## config.mk

```make
export PLATFORM = sky130hd
export DESIGN_NAME = router_pkt_tx
export DESIGN_NICKNAME = d
export VERILOG_FILES = /design/src/rtl/router_pkg.sv /design/src/rtl/router_tx_fifo.sv /design/src/rtl/router_pkt_tx.sv
export SDC_FILE = /design/constraint.sdc
export NUM_CORES = 1
export LEC_CHECK = 0
export ABC_AREA = 1
export BUFFER_PORTS_ARGS = -buffer_cell sky130_fd_sc_hd__buf_2
export CORE_ASPECT_RATIO = 0.9
export CORE_MARGIN = 4
export CORE_UTILIZATION = 40
export CTS_CLUSTER_DIAMETER = 50
export CTS_CLUSTER_SIZE = 16
export DETAILED_ROUTE_END_ITERATION = 7
export SLEW_MARGIN = 20
export SYNTH_ARGS = -nofsm -noshare
export SYNTH_HDL_FRONTEND = slang
export SYNTH_SLANG_ARGS = --single-unit
export TNS_END_PERCENT = 30
```

## constraint.sdc

```tcl
create_clock -name clk -period 4.3 [get_ports clk]
set_clock_uncertainty 0.2 [all_clocks]
set_input_delay 0.43 -clock clk [delete_from_list [all_inputs] [get_ports clk]]
set_output_delay 0.43 -clock clk [all_outputs]
set_load 0.01 [all_outputs]
```

## src/rtl/router_pkg.sv

```systemverilog
// Shared widths, FSM state encoding and header packing for the router packet source.
// The header helper is also used by the router-side testbenches.
package router_pkg;

    localparam int unsigned DATA_W = 8;
    localparam int unsigned ADDR_W = 2;
    localparam int unsigned LEN_W  = 6;

    localparam logic [ADDR_W-1:0] ADDR_ILLEGAL = 2'b11;

    typedef enum logic [2:0] {
        IDLE,
        WAIT_DATA,
        HEADER,
        PAYLOAD,
        PARITY,
        GAP
    } tx_state_t;

    function automatic logic [LEN_W+ADDR_W-1:0] hdr_pack(input logic [LEN_W-1:0]  len,
                                                         input logic [ADDR_W-1:0] addr);
        return {len, addr};
    endfunction

endpackage

```

## src/rtl/router_tx_fifo.sv

```systemverilog
// Synchronous payload FIFO with show-ahead read data and an occupancy count.
module router_tx_fifo #(
    parameter int unsigned DATA_W = 8,
    parameter int unsigned DEPTH  = 64
) (
    input  logic                     clk,
    input  logic                     rst,
    input  logic                     wr_en,
    input  logic [DATA_W-1:0]        wr_data,
    input  logic                     rd_en,
    output logic [DATA_W-1:0]        rd_data,
    output logic                     full,
    output logic                     empty,
    output logic [$clog2(DEPTH):0]   count
);

    localparam int unsigned AW = $clog2(DEPTH);

    logic [DATA_W-1:0] mem [DEPTH];
    logic [AW-1:0]     wr_ptr;
    logic [AW-1:0]     rd_ptr;
    logic              do_wr;
    logic              do_rd;

    assign full    = (count == (AW+1)'(DEPTH));
    assign empty   = (count == '0);
    assign do_wr   = wr_en && !full;
    assign do_rd   = rd_en && !empty;
    assign rd_data = mem[rd_ptr];

    always_ff @(posedge clk) begin
        if (do_wr) begin
            mem[wr_ptr] <= wr_data;
        end
    end

    // Pointers wrap naturally modulo DEPTH (power of two).
    always_ff @(posedge clk) begin
        if (rst) begin
            wr_ptr <= '0;
            rd_ptr <= '0;
            count  <= '0;
        end else begin
            if (do_wr) begin
                wr_ptr <= wr_ptr + 1'b1;
            end
            if (do_rd) begin
                rd_ptr <= rd_ptr + 1'b1;
            end
            case ({do_wr, do_rd})
                2'b10:   count <= count + 1'b1;
                2'b01:   count <= count - 1'b1;
                default: count <= count;
            endcase
        end
    end

endmodule

```

## src/rtl/router_pkt_tx.sv

```systemverilog
// Packet source for the 1x3 router: buffers a full payload, then emits
// header, payload and parity bytes under the router's busy back-pressure.
module router_pkt_tx #(
    parameter int unsigned DATA_W     = 8,
    parameter int unsigned FIFO_DEPTH = 64,
    parameter int unsigned GAP_CYCLES = 2
) (
    input  logic              clk,
    input  logic              rst,
    input  logic              req_valid,
    output logic              req_ready,
    input  logic [1:0]        req_addr,
    input  logic [5:0]        req_len,
    input  logic              pl_valid,
    output logic              pl_ready,
    input  logic [DATA_W-1:0] pl_data,
    output logic [DATA_W-1:0] data,
    output logic              pkt_valid,
    input  logic              busy,
    output logic              tx_done,
    output logic              cfg_err
);

    import router_pkg::*;

    localparam int unsigned CNT_W = $clog2(FIFO_DEPTH) + 1;
    localparam int unsigned GAP_W = $clog2(GAP_CYCLES + 1) + 1;
    localparam logic [GAP_W-1:0] GAP_LAST = GAP_W'((GAP_CYCLES == 0) ? 0 : GAP_CYCLES - 1);
    localparam logic [LEN_W-1:0] LEN_ONE  = LEN_W'(1);

    tx_state_t               state;
    logic [ADDR_W-1:0]       addr_q;
    logic [LEN_W-1:0]        len_q;
    logic [LEN_W-1:0]        pay_cnt;
    logic [GAP_W-1:0]        gap_cnt;
    logic [DATA_W-1:0]       parity;
    logic [LEN_W+ADDR_W-1:0] hdr_req;
    logic [LEN_W+ADDR_W-1:0] hdr_q;

    logic                    fifo_full;
    logic                    fifo_empty;
    logic [CNT_W-1:0]        fifo_count;
    logic [DATA_W-1:0]       fifo_head;
    logic                    pop;
    logic                    req_fire;
    logic                    req_bad;

    assign req_ready = (state == IDLE) && !rst;
    assign pl_ready  = !fifo_full && !rst;
    assign tx_done   = (state == PARITY) && !busy && !rst;

    assign req_fire  = req_valid && req_ready;
    assign req_bad   = (req_addr == ADDR_ILLEGAL) || (req_len == '0);
    assign hdr_req   = hdr_pack(req_len, req_addr);
    assign hdr_q     = hdr_pack(len_q, addr_q);

    // A byte leaves the FIFO when it is loaded into the output register,
    // so the popped byte is the one that goes on data next.
    assign pop = !rst && !busy && !fifo_empty &&
                 ((state == HEADER) || ((state == PAYLOAD) && (pay_cnt != len_q - LEN_ONE)));

    router_tx_fifo #(
        .DATA_W (DATA_W),
        .DEPTH  (FIFO_DEPTH)
    ) u_fifo (
        .clk     (clk),
        .rst     (rst),
        .wr_en   (pl_valid && pl_ready),
        .wr_data (pl_data),
        .rd_en   (pop),
        .rd_data (fifo_head),
        .full    (fifo_full),
        .empty   (fifo_empty),
        .count   (fifo_count)
    );

    always_ff @(posedge clk) begin
        if (rst) begin
            state     <= IDLE;
            data      <= '0;
            pkt_valid <= 1'b0;
            cfg_err   <= 1'b0;
            parity    <= '0;
            addr_q    <= '0;
            len_q     <= '0;
            pay_cnt   <= '0;
            gap_cnt   <= '0;
        end else begin
            cfg_err <= 1'b0;
            case (state)
                IDLE: begin
                    if (req_fire) begin
                        if (req_bad) begin
                            cfg_err <= 1'b1;
                        end else begin
                            addr_q <= req_addr;
                            len_q  <= req_len;
                            if (fifo_count >= CNT_W'(req_len)) begin
                                state     <= HEADER;
                                data      <= DATA_W'(hdr_req);
                                parity    <= DATA_W'(hdr_req);
                                pkt_valid <= 1'b1;
                            end else begin
                                state <= WAIT_DATA;
                            end
                        end
                    end
                end
                WAIT_DATA: begin
                    if (fifo_count >= CNT_W'(len_q)) begin
                        state     <= HEADER;
                        data      <= DATA_W'(hdr_q);
                        parity    <= DATA_W'(hdr_q);
                        pkt_valid <= 1'b1;
                    end
                end
                HEADER: begin
                    if (!busy) begin
                        state   <= PAYLOAD;
                        data    <= fifo_head;
                        pay_cnt <= '0;
                    end
                end
                PAYLOAD: begin
                    if (!busy) begin
                        parity <= parity ^ data;
                        if (pay_cnt == len_q - LEN_ONE) begin
                            state     <= PARITY;
                            data      <= parity ^ data;
                            pkt_valid <= 1'b0;
                        end else begin
                            data    <= fifo_head;
                            pay_cnt <= pay_cnt + LEN_ONE;
                        end
                    end
                end
                PARITY: begin
                    if (!busy) begin
                        data <= '0;
                        if (GAP_CYCLES == 0) begin
                            state <= IDLE;
                        end else begin
                            state   <= GAP;
                            gap_cnt <= '0;
                        end
                    end
                end
                GAP: begin
                    if (gap_cnt == GAP_LAST) begin
                        state <= IDLE;
                    end else begin
                        gap_cnt <= gap_cnt + 1'b1;
                    end
                end
                default: state <= IDLE;
            endcase
        end
    end

endmodule

```

==> results.md <==
* Status: completed
* Synth warn at 0
* Fin. Hold Viols at 0
* CTS Buf Count at 58
* Drt first pass iters at 5
* Die span in x at 270 um
* Setup-failing EPs final at 0
* Antenna viol nets, final at 0
* Full die area at 65700 um2
* Initial antenna violation count at 0
* CTS tree: yes
* Final cycle utilization of the critical path at 0.888
* Crit end category: flop
* Worst min-delay path class: in2reg
* Mapped Nets at 2357
* Clock Path Buffers at 3
* Worst hold slack at 40.9 ps
* Leak at 0.0101 uW
* Via count at 17200
* Mapped cell area at 24700 um2
* Max VDD drop at 0.398 mV
* Core Area at 61100 um2
* CTS clk-pin slew, worst paths at 60 ps
* Most common cell after layout, fill and taps aside: nand2_1
* Max FO, Critical Path at 10
* Vias per cell at 5.36
* FF+latch count, synth at 575
* Worst Slack Setup Final at 480 ps
* Achievable Freq at 262 MHz
* Sequential-to-total area share from yosys stat at 0.675
* Root buffer cell: clkbuf_16
* Most frequent cells in the layout: 690 x nand2_1, 512 x edfxtp_1, 500 x nand3_1
* Library cells used by synthesis at 43
* First-pass GRT wire length at 99.2 mm
* Vias in the first global route at 16400
* CP Launch Point: len_q[0]$_SDFFE_PP0P_
* R2R setup slack at 480 ps
* Number of enable flip-flop cells after synthesis at 512
* Pwr Density at 469 nW/um2
* Total power at 13100 uW
* Final wirelength at 64.3 mm
* CP max stage delay at 390 ps
* Final core utilization at 0.456
* WL per Instance at 20.1 um
* Slowest cell on crit path: dfxtp_1
* Largest net degree at the start of global routing at 162
* CP Class: reg2reg
* Dominant synthesized flop cell: edfxtp_1
* Fin crit period at 3820 ps
* Die Height at 244 um
* Synthesized area per cell at 10.7 um2
* Post-DP HPWL at 39.0 mm
* Worst Setup EP: u_fifo.count[6]$_SDFFE_PP0P_
* FILL cells at 5602
* Port Buffers at 33
* WP data arrival at 4170 ps
* Mapped Cells at 2315
* Setup bufs post-CTS at 0
* Layout cells sized above 1 at 0.103
* Top Ports at 34
* DR iter-0 viols at 1953
* Reg2Reg Depth at 23
* Worst-margin pin slew at 1120 ps
* Crit-path cells: inv_2, ha_1, xnor2_1, a21oi_1, nand2_1, nor2_2, nand3_4, nand2_4, nand2_8, nand2_4, inv_2, ha_1, xor2_1, ha_1, a21oi_1, inv_1, nand3_1, nand3_1, nand2_1, o21ai_0, xor2_1, nand2_1, a21oi_1
* CTS H-Tree Depth at 2
* Worst EP required at 4650 ps
* Std-Cell Rows at 86
* # DRC at 0
* Slew Limit Fails at 0
* Grt ovf at 0
* Worst r2r src: len_q[0]$_SDFFE_PP0P_
* RSZ-0062 raised after global routing: false
* Tot GR Track Use at 0.193
* R2R Path End: u_fifo.count[6]$_SDFFE_PP0P_
* Dpl ws at 517 ps
* Initial Utilization at 0.404
* CP top delay family: simple AND/OR/NAND/NOR gates
* Slew Limit Headroom at 0.256
* Clock Latency Late Sink at 640 ps
* Routability cong. at 0.886
* Cell count along the critical path at 23
* Sum of buffers and inverters on the critical path at 3
* CP Launch Type: flop
* Setup TNS at 0 ps
* Area grow syn2layout at 13.1%
* Max cap viols at 0
* Async S/R FF share, synth at 0
* Nets at 2401
* CTS sink count at 575
* # diodes at 0
## report_power, final
group          switching, uW  leakage [uW]  internal, uW
Sequential               121       0.00512          6190
Clock                   2330      0.000950          2910
Combinational           1070       0.00406           481
## how the worst min path moves through the flow
| stage | from | to | slack (ps) | depth (start not counted) |
|---|---|---|---|---|
| after floorplan | addr_q[1]$_SDFFE_PP0P_ | addr_q[1]$_SDFFE_PP0P_ | 230 | 2 |
| after global placement | addr_q[1]$_SDFFE_PP0P_ | addr_q[1]$_SDFFE_PP0P_ | 250 | 2 |
| after detailed placement | addr_q[1]$_SDFFE_PP0P_ | addr_q[1]$_SDFFE_PP0P_ | 250 | 2 |
| after CTS | req_len[0] | len_q[0]$_SDFFE_PP0P_ | 5 | 3 |
| after global routing | req_addr[0] | addr_q[0]$_SDFFE_PP0P_ | 50 | 5 |
| final | req_len[0] | len_q[0]$_SDFFE_PP0P_ | 40 | 3 |
## stage by stage
stage,cell area (um2),std cells
after floorplan,24700,2315
after global placement,25800,3083
after detailed placement,25800,3083
after CTS,27900,3200
after global routing,27900,3200
final,27900,3200
## routing by layer
| layer | vias up | GRT usage | share of wire |
|---|---|---|---|
| met3 | 115 | 0.0299 | 0.067 |
| met4 | 0 | 0.0521 | 0.026 |
| met1 | 8304 | 0.281 | 0.45 |
| met5 | - | 0 | 0 |
| met2 | 599 | 0.302 | 0.46 |
| li1 | 8135 | - | - |
## state kept, by name (all words and copies together), names as in the netlist, 6 cells and up, named ones only
name / flops
pay_cnt: 6
u_fifo.mem: 512
u_fifo.count: 7
len_q: 6
u_fifo.wr_ptr: 6
parity: 8
data: 8
u_fifo.rd_ptr: 6
## layout make-up
| cell class | count | area [um2] | share of cell area |
|---|---|---|---|
| clock buffers | 66 | 1500 | 0.0539 |
| well taps | 792 | 991 | 0.0355 |
| flip-flops and latches | 575 | 16600 | 0.597 |
| repair buffers | 104 | 768 | 0.0275 |
| clock inverters | 43 | 492 | 0.0176 |
| multi-input cells | 1530 | 7140 | 0.256 |
| inverters | 90 | 350 | 0.0126 |
## cells by family after synthesis
| kind of cell | share of synthesized area |
|---|---|
| compound gates | 0.0248 |
| xor+xnor | 0.00989 |
| fa+ha+maj | 0.0107 |
| buf+inv | 0.0361 |
| flops | 0.675 |
| simple gates | 0.244 |
## cell usage after synthesis (18+ instances only)
cell | instances | area [um2]
edfxtp_1 | 512 | 15400
buf_2 | 60 | 300
nand2_1 | 690 | 2590
nand3_1 | 500 | 2500
xor2_1 | 18 | 158
a21oi_1 | 66 | 330
clkbuf_1 | 29 | 109
o21ai_0 | 34 | 170
ha_1 | 21 | 263
nor2_1 | 116 | 435
dfxtp_1 | 63 | 1260
inv_1 | 77 | 289
buf_1 | 26 | 97.6
## worst reg2reg max path, delay by kind of cell (launching register included)
| kind | cells | cell delay [ps] |
|---|---|---|
| compound gates | 4 | 470 |
| buf+inv | 3 | 260 |
| flops | 1 | 390 |
| xor+xnor | 3 | 560 |
| simple gates | 10 | 1070 |
| fa+ha+maj | 3 | 800 |
## what timing repair did
item	4_1_cts	5_1_grt
hold buffers	8	0
resized for setup	0	0
hold endpoints to repair	14	0
(Power assumes the default switching activity.)
